File: config.mk
export PLATFORM = sky130hd
export DESIGN_NAME = carryless_divider
export DESIGN_NICKNAME = d
export VERILOG_FILES = /design/src/rtl/carryless_divider.sv
export SDC_FILE = /design/constraint.sdc
export NUM_CORES = 1
export LEC_CHECK = 0
export ABC_CLOCK_PERIOD_IN_PS = 9450
export CORE_AREA = 10 10 168 170
export DETAILED_ROUTE_END_ITERATION = 10
export DIE_AREA = 0 0 178 180
export GPL_ROUTABILITY_DRIVEN = 1
export PLACE_DENSITY = 0.54
export SETUP_SLACK_MARGIN = 0.2
export SYNTH_ARGS = -nofsm -noshare
export SYNTH_HDL_FRONTEND = slang
export SYNTH_SLANG_ARGS = --single-unit
File: constraint.sdc
create_clock -name clk_i -period 9.45 [get_ports clk_i]
set_clock_uncertainty 0.1 [all_clocks]
set_input_delay 1.89 -clock clk_i [delete_from_list [all_inputs] [get_ports clk_i]]
set_output_delay 1.89 -clock clk_i [all_outputs]
set_load 0.005 [all_outputs]
File: src/rtl/carryless_divider.sv
// Sequential GF(2) polynomial divider: one dividend bit per cycle, MSB first.
// Optional macro CARRYLESS_DIVIDER_ZERO_SKIP_EN: a zero divisor completes straight after accept.
`timescale 1ns/1ps
module carryless_divider #(
  parameter int DATA_WIDTH = 32
) (
  input  logic                  clk_i,
  input  logic                  rst_i,
  input  logic                  data_valid_i,
  input  logic [DATA_WIDTH-1:0] dividend_i,
  input  logic [DATA_WIDTH-1:0] divisor_i,
  output logic [DATA_WIDTH-1:0] quotient_o,
  output logic [DATA_WIDTH-1:0] remainder_o,
  output logic                  data_valid_o,
  output logic                  idle_o,
  output logic                  divide_by_zero_o
);

  localparam int DEG_W = $clog2(DATA_WIDTH);
  localparam int CNT_W = $clog2(DATA_WIDTH + 1);
  localparam logic [CNT_W-1:0] LAST_ITER = CNT_W'(DATA_WIDTH - 1);

  typedef enum logic [1:0] {
    S_IDLE   = 2'd0,
    S_DIVIDE = 2'd1,
    S_DONE   = 2'd2
  } state_t;

  state_t                  state_q, state_d;
  logic [CNT_W-1:0]        cnt_q;
  logic [DATA_WIDTH-1:0]   dvd_q, dvs_q, rem_q, quo_q;
  logic [DATA_WIDTH-1:0]   quotient_q, remainder_q;
  logic [DEG_W-1:0]        deg_q;
  logic                    zero_q;
  logic                    accept, zero_in, last_iter, hit;
  logic [DATA_WIDTH-1:0]   rem_nxt, quo_nxt;

  function automatic logic [DEG_W-1:0] lead_one(input logic [DATA_WIDTH-1:0] v);
    lead_one = '0;
    for (int i = 0; i < DATA_WIDTH; i++) begin
      if (v[i]) lead_one = DEG_W'(i);
    end
  endfunction

  // The partial remainder always stays below the divisor degree, so shifting
  // in one bit can never reach past bit DATA_WIDTH-1.
  function automatic logic [DATA_WIDTH:0] clmod_step(
    input logic [DATA_WIDTH-1:0] rem,
    input logic                  din,
    input logic [DATA_WIDTH-1:0] dvs,
    input logic [DEG_W-1:0]      deg,
    input logic                  zero
  );
    logic [DATA_WIDTH-1:0] shifted;
    logic                  h;
    shifted = (rem << 1) | DATA_WIDTH'(din);
    h       = !zero && shifted[deg];
    return {h, h ? (shifted ^ dvs) : shifted};
  endfunction

  assign accept    = (state_q == S_IDLE) && data_valid_i;
  assign zero_in   = (divisor_i == '0);
  assign last_iter = (cnt_q == LAST_ITER);
  assign {hit, rem_nxt} = clmod_step(rem_q, dvd_q[DATA_WIDTH-1], dvs_q, deg_q, zero_q);
  assign quo_nxt   = (quo_q << 1) | DATA_WIDTH'(hit);

  always_ff @(posedge clk_i) begin
    if (rst_i) state_q <= S_IDLE;
    else       state_q <= state_d;
  end

  always_comb begin
    state_d = state_q;
    case (state_q)
      S_IDLE: begin
        if (data_valid_i) begin
`ifdef CARRYLESS_DIVIDER_ZERO_SKIP_EN
          state_d = zero_in ? S_DONE : S_DIVIDE;
`else
          state_d = S_DIVIDE;
`endif
        end
      end
      S_DIVIDE: if (last_iter) state_d = S_DONE;
      S_DONE:   state_d = S_IDLE;
      default:  state_d = S_IDLE;
    endcase
  end

  always_comb begin
    idle_o           = (state_q == S_IDLE);
    data_valid_o     = (state_q == S_DONE);
    divide_by_zero_o = (state_q == S_DONE) && zero_q;
  end

  assign quotient_o  = quotient_q;
  assign remainder_o = remainder_q;

  // Iteration counter and result registers; results only change on entry to DONE.
  always_ff @(posedge clk_i) begin
    if (rst_i) begin
      cnt_q       <= '0;
      quotient_q  <= '0;
      remainder_q <= '0;
    end else begin
      if (accept) cnt_q <= '0;
      else if (state_q == S_DIVIDE) cnt_q <= last_iter ? '0 : cnt_q + 1'b1;
      if (state_q == S_DIVIDE && last_iter) begin
        quotient_q  <= zero_q ? '1 : quo_nxt;
        remainder_q <= rem_nxt;
      end
`ifdef CARRYLESS_DIVIDER_ZERO_SKIP_EN
      if (accept && zero_in) begin
        quotient_q  <= '1;
        remainder_q <= dividend_i;
      end
`endif
    end
  end

  // Working datapath; with no XOR on a zero divisor the remainder collects the dividend.
  always_ff @(posedge clk_i) begin
    if (accept) begin
      dvd_q  <= dividend_i;
      dvs_q  <= divisor_i;
      deg_q  <= lead_one(divisor_i);
      zero_q <= zero_in;
      rem_q  <= '0;
      quo_q  <= '0;
    end else if (state_q == S_DIVIDE) begin
      dvd_q <= dvd_q << 1;
      rem_q <= rem_nxt;
      quo_q <= quo_nxt;
    end
  end

endmodule

Yosys cells after proc, flatten, opt, wreduce, memory -nomap -nowiden. Index checks and enable logic that the tools add are counted.

Latch bits: 0. RAM bits: 0. Bits in registers: 204. Word-level logic and storage cells: 78. ROM bits: 0. Input bits: 67. Memories kept: 0.

Shifts and indexed selects: 0. Bitwise logic cells: 3. Order comparisons: 1. Reductions and logical operators: 14. Muxes and demuxes: 40. $add $sub $neg: 1. Multipliers: 0. Div/mod/pow operators: 0. Equality and inequality tests: 5.

Operators with widths (number): $mux 32 (4); $mux 5 (14); $or 32x1->32 (2); $logic_not 32->1 (1); $mux 4 (8); $xor 32x32->32 (1); $reduce_or 16->1 (1); $mux 3 (4); $mux 2 (4); $reduce_or 8->1 (1); $add 6x1->6 const B (1); $eq 6x5->1 const B (1); $lt 5x6->1 const B (1); $mux 6 (1); $bmux 1 s5 (1); $logic_and 1x1->1 (4); $ne 2x2->1 const B (2); $pmux 2 s2 (1); $reduce_or 2->1 (2); $reduce_or 4->1 (1); $mux 1 (3); $eq 2x1->1 const B (1); $eq 2x2->1 const B (1); $logic_not 2->1 (1); other kinds (3) (3).

Longest topological paths before layout.
Word-level depth: 30. Mapped depth: 10. Depth with buffers taken out: 7.

Worst setup path after synthesis. Ideal clock, no wire load.

Path kind: input port to flip-flop. Start point: input data_valid_i. End point: register deg_q[0] (enable). Path buffers: 3. Path slack: 5139 ps. Stages on the path: 4. Arrival time: 3795 ps. Library setup time: 416 ps. Required time: 8934 ps. Cells stage by stage: and2_1 clkbuf_1 clkbuf_1 clkbuf_1.

Cells in the longest elaborated chain, start to end: 1.

Ends and longest elaborated chain: start, declared (RTL line 9) `input logic data_valid_i,`; $logic_and 1x1->1 (RTL line 61) `assign accept = (state_q == S_IDLE) && data_valid_i;`; named net accept (RTL line 35) `logic accept, zero_in, last_iter, hit;`; end signal, assigned (RTL line 126) `deg_q <= lead_one(divisor_i);`; end, declared (RTL line 33) `logic [DEG_W-1:0] deg_q;`.

The timed path passes the listed nets, and every way through them passes these cells. A chain may end at the register's enable or synchronous reset.

Final worst setup path.
Start point: input data_valid_i. End point: register dvd_q[6] (data pin).

Cells in the longest elaborated chain, start to end: 2.

Ends and longest elaborated chain: $logic_and 1x1->1 (RTL line 61); $mux 32 (RTL line 123) `if (accept) begin`; end signal, assigned (RTL line 124) `dvd_q <= dividend_i;`; end signal, assigned (RTL line 131) `dvd_q <= dvd_q << 1;`; end, declared (RTL line 31) `logic [DATA_WIDTH-1:0] dvd_q, dvs_q, rem_q, quo_q;`.

Every way passes these cells.

==> impl_metrics.csv <==
group,metric,value,unit
sta,timing.slew.headroom,27.65,%
cts,ctsHoldBuffers,0,
layout,diodes,0,
drt,drc_errors,0,
cts,htree_num_levels,1,
synthesis,synthCells,805,
placement,port_buffers,133,
placement,preCtsSetupSlack,5.015,ns
cts,cts_buffer_depth,3,
setup_path,cp-startpoint,"data_valid_i",
layout,drive_above_1_share,12.71,%
setup_path,slowest_delay,0.68,ns
drt,via_count,6028,
sta,setup_tns,0,ns
setup_path,crit_path_end,"dvd_q[6]",
setup_path,cp.required,9.59,ns
grt,grt_overflow_total,0,
cts,post_cts_buffers,0,
setup_path,cp-start-kind,"input port",
setup_path,path_class,"input port to flip-flop",
run,cap_violations,0,
setup_path,cp_max_fo,66,
sta,max_freq,256.6,MHz
status,status,"completed",
setup_path,reg2reg_depth,7,
cts,cts.sinks,204,
sta,rsz0062_at_grt,"no",
grt,track_usage,12.89,%
setup_path,cp_top_family,"buffers and inverters",
grt,grt_max_degree,73,
synthesis,yosys_register_bits,204,
synthesis,syn_nets,873,
setup_path,crit_arrival,4.04,ns
sta,finalCriticalPeriod,3.898,ns
sta,finalCritPeriodShare,41.25,%
sta,worst_pin_slew,1.082,ns
die,start_util,33.39,%
die,pin_count,134,
setup_path,reg2reg_from,"deg_q[1]",
drt,wl_per_cell,16.25,um
synthesis,netlist_top_cells_area,"dfxtp_1 32%, edfxtp_1 25%, nand2_1 6.1%",
placement,gp_routability_congestion,0.7281,
synthesis,ys_types,44,
drt,first_iter_violations,330,
setup_path,crit_path_end_kind,"flip-flop",
min_path,hold_start,"quo_q[30]",
synthesis,yosysTopAreaCell,"dfxtp_1",
grt,antenna_found_initial,0,
cts,numCtsBuffers,23,
cts,post_cts_resized,0,
cts,clk-insertion-delay-late,0.50,ns
pwr,power_density,188.7,nW/um^2
placement,place_hpwl,13990,um
drt,drt_wl_total,20570,um
die,rows,58,
drt,postRouteAntennaNets,0,
layout,stdcell_area,10540,um^2
sta,setup_viol,0,
sta,hold_viol_final,0,
die,coreArea,24890,um^2
die,dieArea,32040,um^2
synthesis,yosysTopAreaCellShare,32.27,%
sta,slew_viol_final,0,
min_path,hold_path.class,"flip-flop to flip-flop",
synthesis,ys_seq_area_share,57.56,%
setup_path,regToRegEndpoint,"rem_q[10]",
synthesis,synth_warnings,0,
setup_path,critical_path_depth,4,
synthesis,syn_area_per_cell,10.33,um^2
cts,cts.clk_slew.worst_paths,0.06,ns
grt,grt_pass1_vias,6250,
pwr,peakVddDrop,0.00009484,V
sta,setup_slack,5.552,ns
synthesis,async_flop_share,0,%
cts,cts-root-buf,"clkbuf_16",
grt,grt_pass1_wl,33810,um
drt,dr.pass1.iters,4,
synthesis,synth_edf_count,70,
placement,place_area,9857,um^2
pwr,leakagePower,3.528,nW
setup_path,crit_chain,"clkdlybuf4s50_1 -> and2_4 -> buf_4 -> mux2_2",
cts,tritoncts,"done",
synthesis,syn_area,8312,um^2
setup_path,cp_slowest_cell,"buf_4",
layout,layout.nets,988,
drt,viasPerCell,4.761,
die,die_w,178,um
layout,area_delta_synth_final,26.84,%
synthesis,ys.flop_type,"dfxtp_1",
die,dieHeight,180,um
setup_path,cp_num_buf_inv,2,
setup_path,ff2ff_setup_slack,5.92,ns
## through the flow
stage	utilization (%)	instances	hold slack [ns]	total power [W]
detailed placement	39.60	1225	0.3586	0.001187
CTS	42.35	1266	0.3670	0.002020
global route	42.35	1266	0.3879	0.002081
floorplan	-	805	0.3367	0.001115
finish	42.35	1266	0.3610	0.001989
global placement	39.60	1225	0.3498	0.001186
## tightest hold or removal path: stages (launching register included)
cell,delay [ns]
dfxtp_1,0.31
nand2_1,0.05
o21ai_0,0.05
## power breakdown
part	switching (W)	total, W	internal (W)
Clock	0.000344	0.000825	0.000481
Sequential	0.0000268	0.000990	0.000963
Combinational	0.000101	0.000175	0.0000740
## worst min-delay path by stage
stage,to,depth (start not counted)
floorplan,quo_q[30],2
global placement,quo_q[30],2
detailed placement,quo_q[30],2
CTS,quo_q[30],2
global route,quo_q[28],2
finish,quo_q[30],2
## cells in the final DEF (no fill, tap or decap), types with 3 or more instances in the layout
| cell | synthesis | routed |
|---|---|---|
| nand2_1 | 134 | 134 |
| dfxtp_1 | 134 | 134 |
| clkdlybuf4s50_1 | 0 | 132 |
| nor2_1 | 82 | 81 |
| nor3_1 | 75 | 75 |
| edfxtp_1 | 70 | 70 |
| o21ai_0 | 66 | 66 |
| xor2_1 | 36 | 36 |
| mux2_2 | 31 | 31 |
| a211oi_2 | 29 | 29 |
| clkbuf_16 | 0 | 23 |
| mux2i_1 | 17 | 17 |
| a21oi_1 | 12 | 12 |
| buf_4 | 1 | 10 |
| nor4_1 | 9 | 9 |
| inv_1 | 8 | 8 |
| nand3_1 | 6 | 6 |
| nand2_2 | 6 | 6 |
| clkbuf_1 | 37 | 6 |
| a211oi_1 | 5 | 5 |
| clkinv_1 | 0 | 5 |
| clkinv_2 | 0 | 5 |
| a22oi_1 | 3 | 3 |
| nand2b_1 | 4 | 3 |
| nand4_1 | 3 | 3 |
## cells by family after synthesis
kind of cell,count (synthesis),share of synthesized area (%)
compound gates,124,10.96
xor+xnor,36,3.793
fa+ha+maj,1,0.1505
buf+inv,60,3.763
flops,204,57.56
mux,48,6.247
simple gates,332,17.52
## state kept, by name, indices dropped and copies added, names as in the netlist
signal       count
cnt_q            6
state_q          2
quo_q           31
zero_q           1
dvs_q           32
quotient_o      32
dvd_q           32
remainder_o     32
deg_q            5
rem_q           31
## area by class of cell
type | instances | area [um^2]
timing repair buffer | 142 | 1396
multi-input combinational | 541 | 3233
sequential | 204 | 4785
clock inverter | 11 | 73.82
fill | 2411 | 14350
tap | 330 | 412.9
inverter | 8 | 30.03
clock buffer | 30 | 611.8
## synthesized netlist by cell type, drive strengths merged (2+ instances only)
cell and n:
inv 8, o21ai 66, and2b 2, mux2i 17, nor2b 2, nand4 3, nand3 8, clkbuf 37
nand2b 4, edfxtp 70, buf 13, and2 3, a211oi 34, a21oi 12, a22oi 4, nor4 10
o21bai 2, dfxtp 134, nor3 75, nor2 82, nand2 140, mux2 31, xor2 36
## metal layers
layer | part of all wire [%] | GRT usage, %
met1 | 46 | 16.74
met2 | 44 | 20.09
met3 | 8.6 | 4.464
met4 | 1.4 | 3.002
met5 | 0 | 0
Power figures use the tool's default switching activity.
